===== src/rtl/ofdm_ctrl_pkg.sv =====
// Shared OFDM transmit-control definitions: scheduler states and default frame geometry.
package ofdm_ctrl_pkg;

    localparam int OFDM_N_FFT          = 64;
    localparam int OFDM_CP_LEN         = 16;
    localparam int OFDM_SYMS_PER_FRAME = 8;

    typedef enum logic [2:0] {
        ST_IDLE,
        ST_WAIT,
        ST_READ,
        ST_GAP,
        ST_DONE
    } sched_state_t;

endpackage


===== src/rtl/ofdm_sym_sched.sv =====
// Symbol scheduler: reads one N_FFT-sample symbol per burst from the staging buffer
// into the IFFT, spacing bursts by GAP idle cycles and tracking frame progress.
module ofdm_sym_sched
    import ofdm_ctrl_pkg::*;
#(
    parameter int N_FFT = OFDM_N_FFT,
    parameter int GAP   = OFDM_CP_LEN,
    parameter int SYMS  = OFDM_SYMS_PER_FRAME
) (
    input  logic                                       i_clk,
    input  logic                                       i_reset,
    input  logic                                       i_frame_start,
    input  logic                                       i_abort,
    input  logic                                       i_sym_ready,
    output logic                                       o_rd_en,
    output logic [$clog2(N_FFT)-1:0]                   o_rd_addr,
    output logic                                       o_ifft_di_en,
    output logic [((SYMS > 1) ? $clog2(SYMS) : 1)-1:0] o_sym_idx,
    output logic                                       o_frame_busy,
    output logic                                       o_frame_done,
    output logic                                       o_underrun
);

    localparam int AW = $clog2(N_FFT);
    localparam int SW = (SYMS > 1) ? $clog2(SYMS) : 1;
    localparam int GW = (GAP > 1) ? $clog2(GAP) : 1;

    localparam logic [AW-1:0] ADDR_LAST = AW'(N_FFT - 1);
    localparam logic [SW-1:0] SYM_LAST  = SW'(SYMS - 1);
    localparam logic [GW-1:0] GAP_LAST  = GW'((GAP > 0) ? GAP - 1 : 0);

    sched_state_t  r_state, w_next;
    logic [AW-1:0] r_rd_addr, w_rd_addr;
    logic [GW-1:0] r_gap_cnt, w_gap_cnt;
    logic [SW-1:0] r_sym_idx, w_sym_idx;
    logic          r_underrun, w_underrun;
    logic          r_rd_en;
    logic          r_ifft_di_en;
    logic          r_frame_busy;
    logic          r_frame_done;

    always_ff @(posedge i_clk) begin
        if (i_reset) begin
            r_state <= ST_IDLE;
        end else begin
            r_state <= w_next;
        end
    end

    always_comb begin
        w_next     = r_state;
        w_rd_addr  = r_rd_addr;
        w_gap_cnt  = r_gap_cnt;
        w_sym_idx  = r_sym_idx;
        w_underrun = r_underrun;
        // abort outranks every other input; underrun and sym_idx are left as they are
        if (i_abort) begin
            w_next    = ST_IDLE;
            w_rd_addr = '0;
        end else begin
            case (r_state)
                ST_IDLE: begin
                    if (i_frame_start) begin
                        w_next     = ST_WAIT;
                        w_sym_idx  = '0;
                        w_underrun = 1'b0;
                    end
                end
                ST_WAIT: begin
                    if (i_sym_ready) begin
                        w_next    = ST_READ;
                        w_rd_addr = '0;
                    end else if (r_sym_idx != '0) begin
                        w_underrun = 1'b1;
                    end
                end
                ST_READ: begin
                    w_rd_addr = r_rd_addr + 1'b1;
                    if (r_rd_addr == ADDR_LAST) begin
                        if (r_sym_idx == SYM_LAST) begin
                            w_next = ST_DONE;
                        end else if (GAP > 0) begin
                            w_next    = ST_GAP;
                            w_gap_cnt = '0;
                        end else begin
                            w_next    = ST_WAIT;
                            w_sym_idx = r_sym_idx + 1'b1;
                        end
                    end
                end
                ST_GAP: begin
                    w_gap_cnt = r_gap_cnt + 1'b1;
                    if (r_gap_cnt == GAP_LAST) begin
                        w_next    = ST_WAIT;
                        w_sym_idx = r_sym_idx + 1'b1;
                    end
                end
                ST_DONE: begin
                    w_next = ST_IDLE;
                end
                default: begin
                    w_next = ST_IDLE;
                end
            endcase
        end
    end

    // Strobes are decoded from the next state so they line up with the state they describe.
    always_ff @(posedge i_clk) begin
        if (i_reset) begin
            r_rd_addr    <= '0;
            r_gap_cnt    <= '0;
            r_sym_idx    <= '0;
            r_underrun   <= 1'b0;
            r_rd_en      <= 1'b0;
            r_ifft_di_en <= 1'b0;
            r_frame_busy <= 1'b0;
            r_frame_done <= 1'b0;
        end else begin
            r_rd_addr    <= w_rd_addr;
            r_gap_cnt    <= w_gap_cnt;
            r_sym_idx    <= w_sym_idx;
            r_underrun   <= w_underrun;
            r_rd_en      <= (w_next == ST_READ);
            r_ifft_di_en <= r_rd_en && !i_abort;
            r_frame_busy <= (w_next != ST_IDLE);
            r_frame_done <= (w_next == ST_DONE);
        end
    end

    assign o_rd_en      = r_rd_en;
    assign o_rd_addr    = r_rd_addr;
    assign o_ifft_di_en = r_ifft_di_en;
    assign o_sym_idx    = r_sym_idx;
    assign o_frame_busy = r_frame_busy;
    assign o_frame_done = r_frame_done;
    assign o_underrun   = r_underrun;

endmodule


===== config.mk =====
export PLATFORM = sky130hd
export DESIGN_NAME = ofdm_sym_sched
export DESIGN_NICKNAME = d
export VERILOG_FILES = /design/src/rtl/ofdm_ctrl_pkg.sv /design/src/rtl/ofdm_sym_sched.sv
export SDC_FILE = /design/constraint.sdc
export NUM_CORES = 1
export LEC_CHECK = 0
export ABC_AREA = 1
export CAP_MARGIN = 20
export CELL_PAD_IN_SITES_DETAIL_PLACEMENT = 0
export CELL_PAD_IN_SITES_GLOBAL_PLACEMENT = 1
export CORE_MARGIN = 5
export CORE_UTILIZATION = 33
export CTS_CLUSTER_DIAMETER = 150
export DETAILED_ROUTE_END_ITERATION = 8
export GPL_ROUTABILITY_DRIVEN = 0
export PLACE_DENSITY = 0.71
export SLEW_MARGIN = 20
export SYNTH_ARGS = -nofsm -noshare
export SYNTH_HDL_FRONTEND = slang
export SYNTH_SLANG_ARGS = --single-unit

===== constraint.sdc =====
create_clock -name i_clk -period 1.1 [get_ports i_clk]
set_input_delay 0.22 -clock i_clk [delete_from_list [all_inputs] [get_ports i_clk]]
set_output_delay 0.22 -clock i_clk [all_outputs]
set_load 0.005 [all_outputs]

Word level (Yosys, flattened, before mapping)
Cells that the tools add are included.
{ "op_classes": {"n_addsub": 3, "eq_ne": 15, "mux": 19, "bitwise": 1, "n_reduce_logical": 14} }
{ "ops": {"columns": ["operator", "count"], "rows": [
  ["$mux 3", 8],
  ["$ne 2x2->1 const B", 7],
  ["$pmux 3 s4", 1],
  ["$pmux 6 s2", 1],
  ["$eq 3x2->1 const B", 3],
  ["$mux 4", 2],
  ["$pmux 4 s2", 1],
  ["$reduce_and 4->1", 2],
  ["$reduce_bool 2->1", 4],
  ["$add 6x1->6 const B", 1],
  ["$eq 3x3->1 const B", 2],
  ["$eq 6x6->1 const B", 1],
  ["$mux 6", 1],
  ["$pmux 3 s2", 1],
  ["$reduce_bool 3->1", 2],
  ["$reduce_and 5->1", 1],
  ["$add 4x1->4 const B", 1],
  ["$eq 4x4->1 const B", 1],
  ["$add 3x1->3 const B", 1],
  ["$eq 3x1->1 const B", 1],
  ["$logic_not 3->1", 1],
  ["$mux 1", 3],
  ["$pmux 1 s2", 1],
  ["$reduce_and 2->1", 1],
  ["other kinds (4)", 4]
]} }
{ "totals": {"regBits": 21, "output_inout_bits": 14, "wordCells": 61} }

Logic depth before layout (Yosys ltp)
{ "depth": {"ltp_word": 6, "depth_mapped": 9, "mapped_depth_nobuf": 9} }

Worst setup path before layout
No wires, ideal clock.
{ "synth_timing": {"path_type": "register -> register", "start": "register r_rd_addr[0] (netlist: o_rd_addr[0])", "end": "register r_frame_busy (netlist: o_frame_busy)", "setup_ns": 0.122, "arrival_ns": 1.127, "required_ns": 0.978, "setup_slack_ns": -0.149, "path_stages_with_launch": 9, "path_buffers": 0, "path_cell_list": "dfxtp_1 ha_1 nand2_1 nor2_1 nand3_1 nand2_1 nand2_1 nand3_1 nand3_1"} }
{ "synth_via": {"elab_chain_cells": 5} }
{ "synth_lines": {"columns": ["element", "line", "source"], "rows": [
  ["start: declaration", "ofdm_sym_sched.sv:33", "logic [AW-1:0] r_rd_addr, w_rd_addr;"],
  ["start signal: assignment", "ofdm_sym_sched.sv:120", "r_rd_addr <= w_rd_addr;"],
  ["$eq 6x6->1", "ofdm_sym_sched.sv:79", "if (r_rd_addr == ADDR_LAST) begin"],
  ["$mux 3", "ofdm_sym_sched.sv:79", null],
  ["$pmux 3 s4", "ofdm_sym_sched.sv:61", "case (r_state)"],
  ["$mux 3", "ofdm_sym_sched.sv:57", "if (i_abort) begin"],
  ["$reduce_bool 3->1", "ofdm_sym_sched.sv:126", "r_frame_busy <= (w_next != ST_IDLE);"],
  ["end signal: assignment", "ofdm_sym_sched.sv:126", null],
  ["end: declaration", "ofdm_sym_sched.sv:39", "logic r_frame_busy;"]
]} }
No other way between the ends.
A chain may end at the register's enable or synchronous reset.

Worst setup path after layout
{ "layout_timing": {"start": "register r_rd_addr[1] (netlist: o_rd_addr[1])", "end": "register r_gap_cnt[2]"} }
{ "layout_via": {"elab_chain_cells": 3} }
{ "layout_lines": {"columns": ["element", "line", "source"], "rows": [
  ["$eq 6x6->1", "ofdm_sym_sched.sv:79", null],
  ["$ne 2x2->1 (no source line)", null, null],
  ["$reduce_and 4->1 (no source line)", null, null],
  ["end signal: assignment", "ofdm_sym_sched.sv:121", "r_gap_cnt <= w_gap_cnt;"],
  ["end: declaration", "ofdm_sym_sched.sv:34", "logic [GW-1:0] r_gap_cnt, w_gap_cnt;"]
]} }
No other way between the ends.

==> flow_summary.html <==
<table>
<tr><th>Metric</th><th>Value</th></tr>
<tr><th colspan="2">Placement</th></tr>
<tr><td>Count of buffers inserted at the top-level ports</td><td>18</td></tr>
<tr><td>DP HPWL</td><td>2370 um</td></tr>
<tr><th colspan="2">Worst setup path</th></tr>
<tr><td>FF-to-FF Start</td><td>o_rd_addr[1]</td></tr>
<tr><td>Kind of start point of the critical path</td><td>flop</td></tr>
<tr><td>Sort of element at the end of the critical path</td><td>flop</td></tr>
<tr><td>Cell breakdown of the critical path</td><td>buf_6 &gt; ha_4 &gt; nand2_4 &gt; nor2_4 &gt; nand2_1 &gt; nand2_2 &gt; nand3_4 &gt; nand2_2 &gt; a21oi_2</td></tr>
<tr><td>Path type of the worst setup path</td><td>flop to flop</td></tr>
<tr><td>Critical Path Start</td><td>o_rd_addr[1]</td></tr>
<tr><td>Critical path's most frequent cell</td><td>sky130_fd_sc_hd__nand2_2</td></tr>
<tr><td>Required time of the worst setup path</td><td>1.31 ns</td></tr>
<tr><td>Count of cells along the worst register-to-register path</td><td>9</td></tr>
<tr><td>Worst path arrival time</td><td>about 1.5 ns</td></tr>
<tr><td>Crit-path max FO</td><td>4</td></tr>
<tr><td>Slowest-stage cell, CP</td><td>sky130_fd_sc_hd__dfxtp_4</td></tr>
<tr><td>Register-to-register path setup slack</td><td>-0.18 ns</td></tr>
<tr><td>Worst stage delay on the critical path</td><td>0.37 ns</td></tr>
<tr><th colspan="2">Timing</th></tr>
<tr><td>Setup clock skew after layout</td><td>0.00347 ns</td></tr>
<tr><td>Worst relative slew slack</td><td>0.788</td></tr>
<tr><td>Slew Viols, Final</td><td>0</td></tr>
<tr><td>RSZ-0062 raised after global routing</td><td>yes</td></tr>
<tr><td>Share of the clock period used by the worst path after layout</td><td>1.16</td></tr>
<tr><td>Maximum frequency from static timing analysis</td><td>0.783 GHz</td></tr>
<tr><td>Setup tns final</td><td>-2.75 ns</td></tr>
<tr><td>Worst path setup slack after routing</td><td>-0.177 ns</td></tr>
<tr><td>Final Hold Viols</td><td>0</td></tr>
<tr><td>Final setup viols</td><td>24</td></tr>
<tr><td>Worst-Margin Slew</td><td>roughly 0.32 ns</td></tr>
<tr><td>Final critical path time including I/O delays and setup</td><td>1.28 ns</td></tr>
<tr><th colspan="2">Layout</th></tr>
<tr><td>Fraction of final layout cells with drive strength greater than 1</td><td>0.596</td></tr>
<tr><td>Final-layout fill cell count</td><td>323</td></tr>
<tr><td>Post-layout nets</td><td>234</td></tr>
<tr><td>Inserted Diodes</td><td>0</td></tr>
<tr><td>P&amp;R area growth vs syn</td><td>80.0%</td></tr>
<tr><td>Final cell utilization of the core</td><td>0.605</td></tr>
<tr><th colspan="2">Worst hold path</th></tr>
<tr><td>Hold Crit Depth</td><td>2</td></tr>
<tr><td>Hold WC Path Type</td><td>flop to flop</td></tr>
<tr><td>Hold path startpoint</td><td>o_rd_en</td></tr>
<tr><th colspan="2">Floorplanning</th></tr>
<tr><td>Number of top-level pins</td><td>19</td></tr>
<tr><td>Area of the core region</td><td>3280 um^2</td></tr>
<tr><td>Die width</td><td>67.9 um</td></tr>
<tr><td>Num rows</td><td>21</td></tr>
<tr><td>Height of the chip</td><td>67.9 um</td></tr>
<tr><td>Starting Density</td><td>0.336</td></tr>
<tr><td>Overall die area</td><td>4600 um^2</td></tr>
<tr><th colspan="2">Synth</th></tr>
<tr><td>Cells after Synth</td><td>between 150 and 200</td></tr>
<tr><td>Syn Nets</td><td>170</td></tr>
<tr><td>Cell types with the largest area share after synthesis</td><td>sky130_fd_sc_hd__dfxtp_1 38%, sky130_fd_sc_hd__nand2_1 15%, sky130_fd_sc_hd__nand3_1 8.6%</td></tr>
<tr><td>Cell area after synthesis</td><td>1100 um^2</td></tr>
<tr><td>Seq cells post-synth</td><td>21</td></tr>
<tr><td>YS warnings</td><td>0</td></tr>
<tr><td>Most area-hungry cell type in the Yosys netlist</td><td>sky130_fd_sc_hd__dfxtp_1</td></tr>
<tr><td>Area share of the leading cell type in the synthesized netlist</td><td>0.381</td></tr>
<tr><td>Distinct cell type count after synthesis</td><td>18</td></tr>
<tr><td>Average footprint of a synthesized cell</td><td>6.91 um^2</td></tr>
<tr><td>Register area share after synthesis</td><td>0.381</td></tr>
<tr><th colspan="2">Detailed routing</th></tr>
<tr><td>Number of antenna-violating nets in the routed design</td><td>0</td></tr>
<tr><td>Sum of routed wire length over all layers</td><td>3310 um</td></tr>
<tr><td>Via count of the routed design</td><td>1229</td></tr>
<tr><td>DR iter-0 viols</td><td>25</td></tr>
<tr><td>Routed via count divided by cell count</td><td>4.57</td></tr>
<tr><td>DRC violation count after routing</td><td>0</td></tr>
<tr><td>Count of TritonRoute iterations in the first routing pass</td><td>4</td></tr>
<tr><td>Wire length per cell after detailed routing</td><td>12.3 um</td></tr>
<tr><th colspan="2">GRT</th></tr>
<tr><td>GRT Total Usage</td><td>0.158</td></tr>
<tr><td>Global-route congestion overflow total</td><td>0</td></tr>
<tr><td>Via count of the first global-routing pass</td><td>1263</td></tr>
<tr><td>Wire length of the first global-routing pass</td><td>5420 um</td></tr>
<tr><td>Number of antenna violations at the first check in global routing</td><td>0</td></tr>
<tr><td>Pin count of the biggest net entering global routing</td><td>13</td></tr>
<tr><th colspan="2">Outcome</th></tr>
<tr><td>Result of the run</td><td>complete, but fails checks</td></tr>
<tr><td>Failing checks</td><td>setup timing</td></tr>
<tr><th colspan="2">Power</th></tr>
<tr><td>Lkg Pwr</td><td>roughly 0.90 nW</td></tr>
<tr><td>Worst-case vdd ir drop</td><td>0.000436 V</td></tr>
<tr><td>Power density of the placed cells</td><td>715 nW/um^2</td></tr>
<tr><th colspan="2">CTS</th></tr>
<tr><td>Count of hold buffers inserted by post-cts repair</td><td>0</td></tr>
<tr><td>CTS Root Buffer Type</td><td>sky130_fd_sc_hd__clkbuf_4</td></tr>
<tr><td>CTS tree</td><td>yes</td></tr>
<tr><td>Clock transition at the registers of the reported paths</td><td>0.12 ns</td></tr>
<tr><td>Count of H-tree levels built during CTS</td><td>1</td></tr>
<tr><td>Maximum clock insertion buffer count</td><td>2</td></tr>
<tr><td>Clock Latency Late Sink</td><td>about 0.30 ns</td></tr>
<tr><td>CTS buffer count</td><td>3</td></tr>
<tr><td>Clock sink count</td><td>21</td></tr>
<tr><th colspan="2">Flow run</th></tr>
<tr><td>Max capacitance violation total</td><td>0</td></tr>
</table>
Yosys cell counts (all sizes together):
cell type,count
a21o,1
a21oi,14
clkbuf,1
dfxtp,21
ha,5
inv,24
nand2,44
nand3,20
nand4,3
nor2,18
o21a,1
o21ai,6
xor2,2
state kept, by name, indices dropped and copies added, names as in the netlist:
register      cells
o_ifft_di_en      1
o_frame_done      1
o_sym_idx         3
r_gap_cnt         4
r_state           3
o_underrun        1
o_rd_en           1
o_frame_busy      1
o_rd_addr         6
repair_timing:
item                       4_1_cts  5_1_grt
buffers inserted                15        6
pin swaps                       26       11
cloned                           0        0
setup endpoints to repair       34       33
gates resized for setup         94       41
hold endpoints to repair         0        0
layout by cell type (no fill, tap or decap), types with 3 or more instances in the layout:
master,n
sky130_fd_sc_hd__buf_4,32
sky130_fd_sc_hd__nand3_1,6
sky130_fd_sc_hd__nor2_1,12
sky130_fd_sc_hd__clkdlybuf4s50_1,4
sky130_fd_sc_hd__inv_1,17
sky130_fd_sc_hd__nand3_2,11
sky130_fd_sc_hd__nand2_1,27
sky130_fd_sc_hd__clkbuf_2,6
sky130_fd_sc_hd__ha_4,5
sky130_fd_sc_hd__dfxtp_2,8
sky130_fd_sc_hd__buf_6,15
sky130_fd_sc_hd__inv_4,3
sky130_fd_sc_hd__inv_2,4
sky130_fd_sc_hd__dfxtp_4,9
sky130_fd_sc_hd__dfxtp_1,4
sky130_fd_sc_hd__nand3_4,3
sky130_fd_sc_hd__a21oi_2,6
sky130_fd_sc_hd__a21oi_1,8
sky130_fd_sc_hd__nor2_4,5
sky130_fd_sc_hd__clkbuf_4,3
sky130_fd_sc_hd__nand2_4,4
sky130_fd_sc_hd__nand2_2,13
sky130_fd_sc_hd__nand4_1,3
logic make-up after synthesis:
kind of cell	Yosys count	synth area share
buffers and inverters	25	0.0940
AO/OA/AOI/OAI	22	0.114
XOR/XNOR	2	0.0159
adder cells (fa/ha/maj)	5	0.0566
flip-flops	21	0.381
AND/OR/NAND/NOR	85	0.339
critical path, delay by kind of cell (launching register included):
kind / cells / cell delay, ns
compound gates: 1 / 0.05
fa+ha+maj: 1 / 0.16
buf+inv: 1 / 0.09
flops: 1 / 0.37
simple gates: 6 / 0.51
layer usage:
| layer | share of wire | global-route usage | vias to the layer above |
|---|---|---|---|
| met3 | 0.034 | 0.0312 | 4 |
| met4 | 0.0082 | 0.0521 | 0 |
| met2 | 0.48 | 0.272 | 20 |
| met1 | 0.47 | 0.198 | 564 |
| met5 | 0 | 0 | - |
| li1 | - | - | 641 |
per-stage QoR:
step / cells / hold WS [ns] / setup slack (ns) / power (mW) / area [um^2]
after global routing: 269 / 0.501 / -0.255 / 1.51 / 1990
after detailed placement: 246 / 0.446 / -0.313 / 0.997 / 1580
after floorplan: 160 / 0.282 / -0.0324 / 0.891 / 1190
final: 269 / 0.459 / -0.177 / 1.42 / 1990
after global placement: 246 / 0.439 / -0.316 / 0.997 / 1580
after CTS: 265 / 0.461 / -0.172 / 1.42 / 1900
area by class of cell:
type	count	area (um^2)	share of cell area
Clock buffer	3	22.5	0.0113
Clock inverter	1	5.00	0.00252
Inverter	24	97.6	0.0491
Multi-Input combinational cell	114	842	0.424
Sequential cell	21	464	0.233
Tap cell	46	57.6	0.0289
Timing Repair Buffer	60	499	0.251
power breakdown:
| group | total, mW | internal (mW) | switching (mW) |
|---|---|---|---|
| combinational | 0.272 | 0.141 | 0.130 |
| clock | 0.374 | 0.136 | 0.239 |
| sequential | 0.775 | 0.763 | 0.0127 |
| total | 1.42 | 1.04 | 0.382 |
worst paths after layout:
kind,end
worst min register to register,o_ifft_di_en
worst max-delay path,r_gap_cnt[2]
worst min-delay path,o_ifft_di_en
worst max register to register,r_gap_cnt[2]
Note: power is estimated with default switching activity, not from simulation.
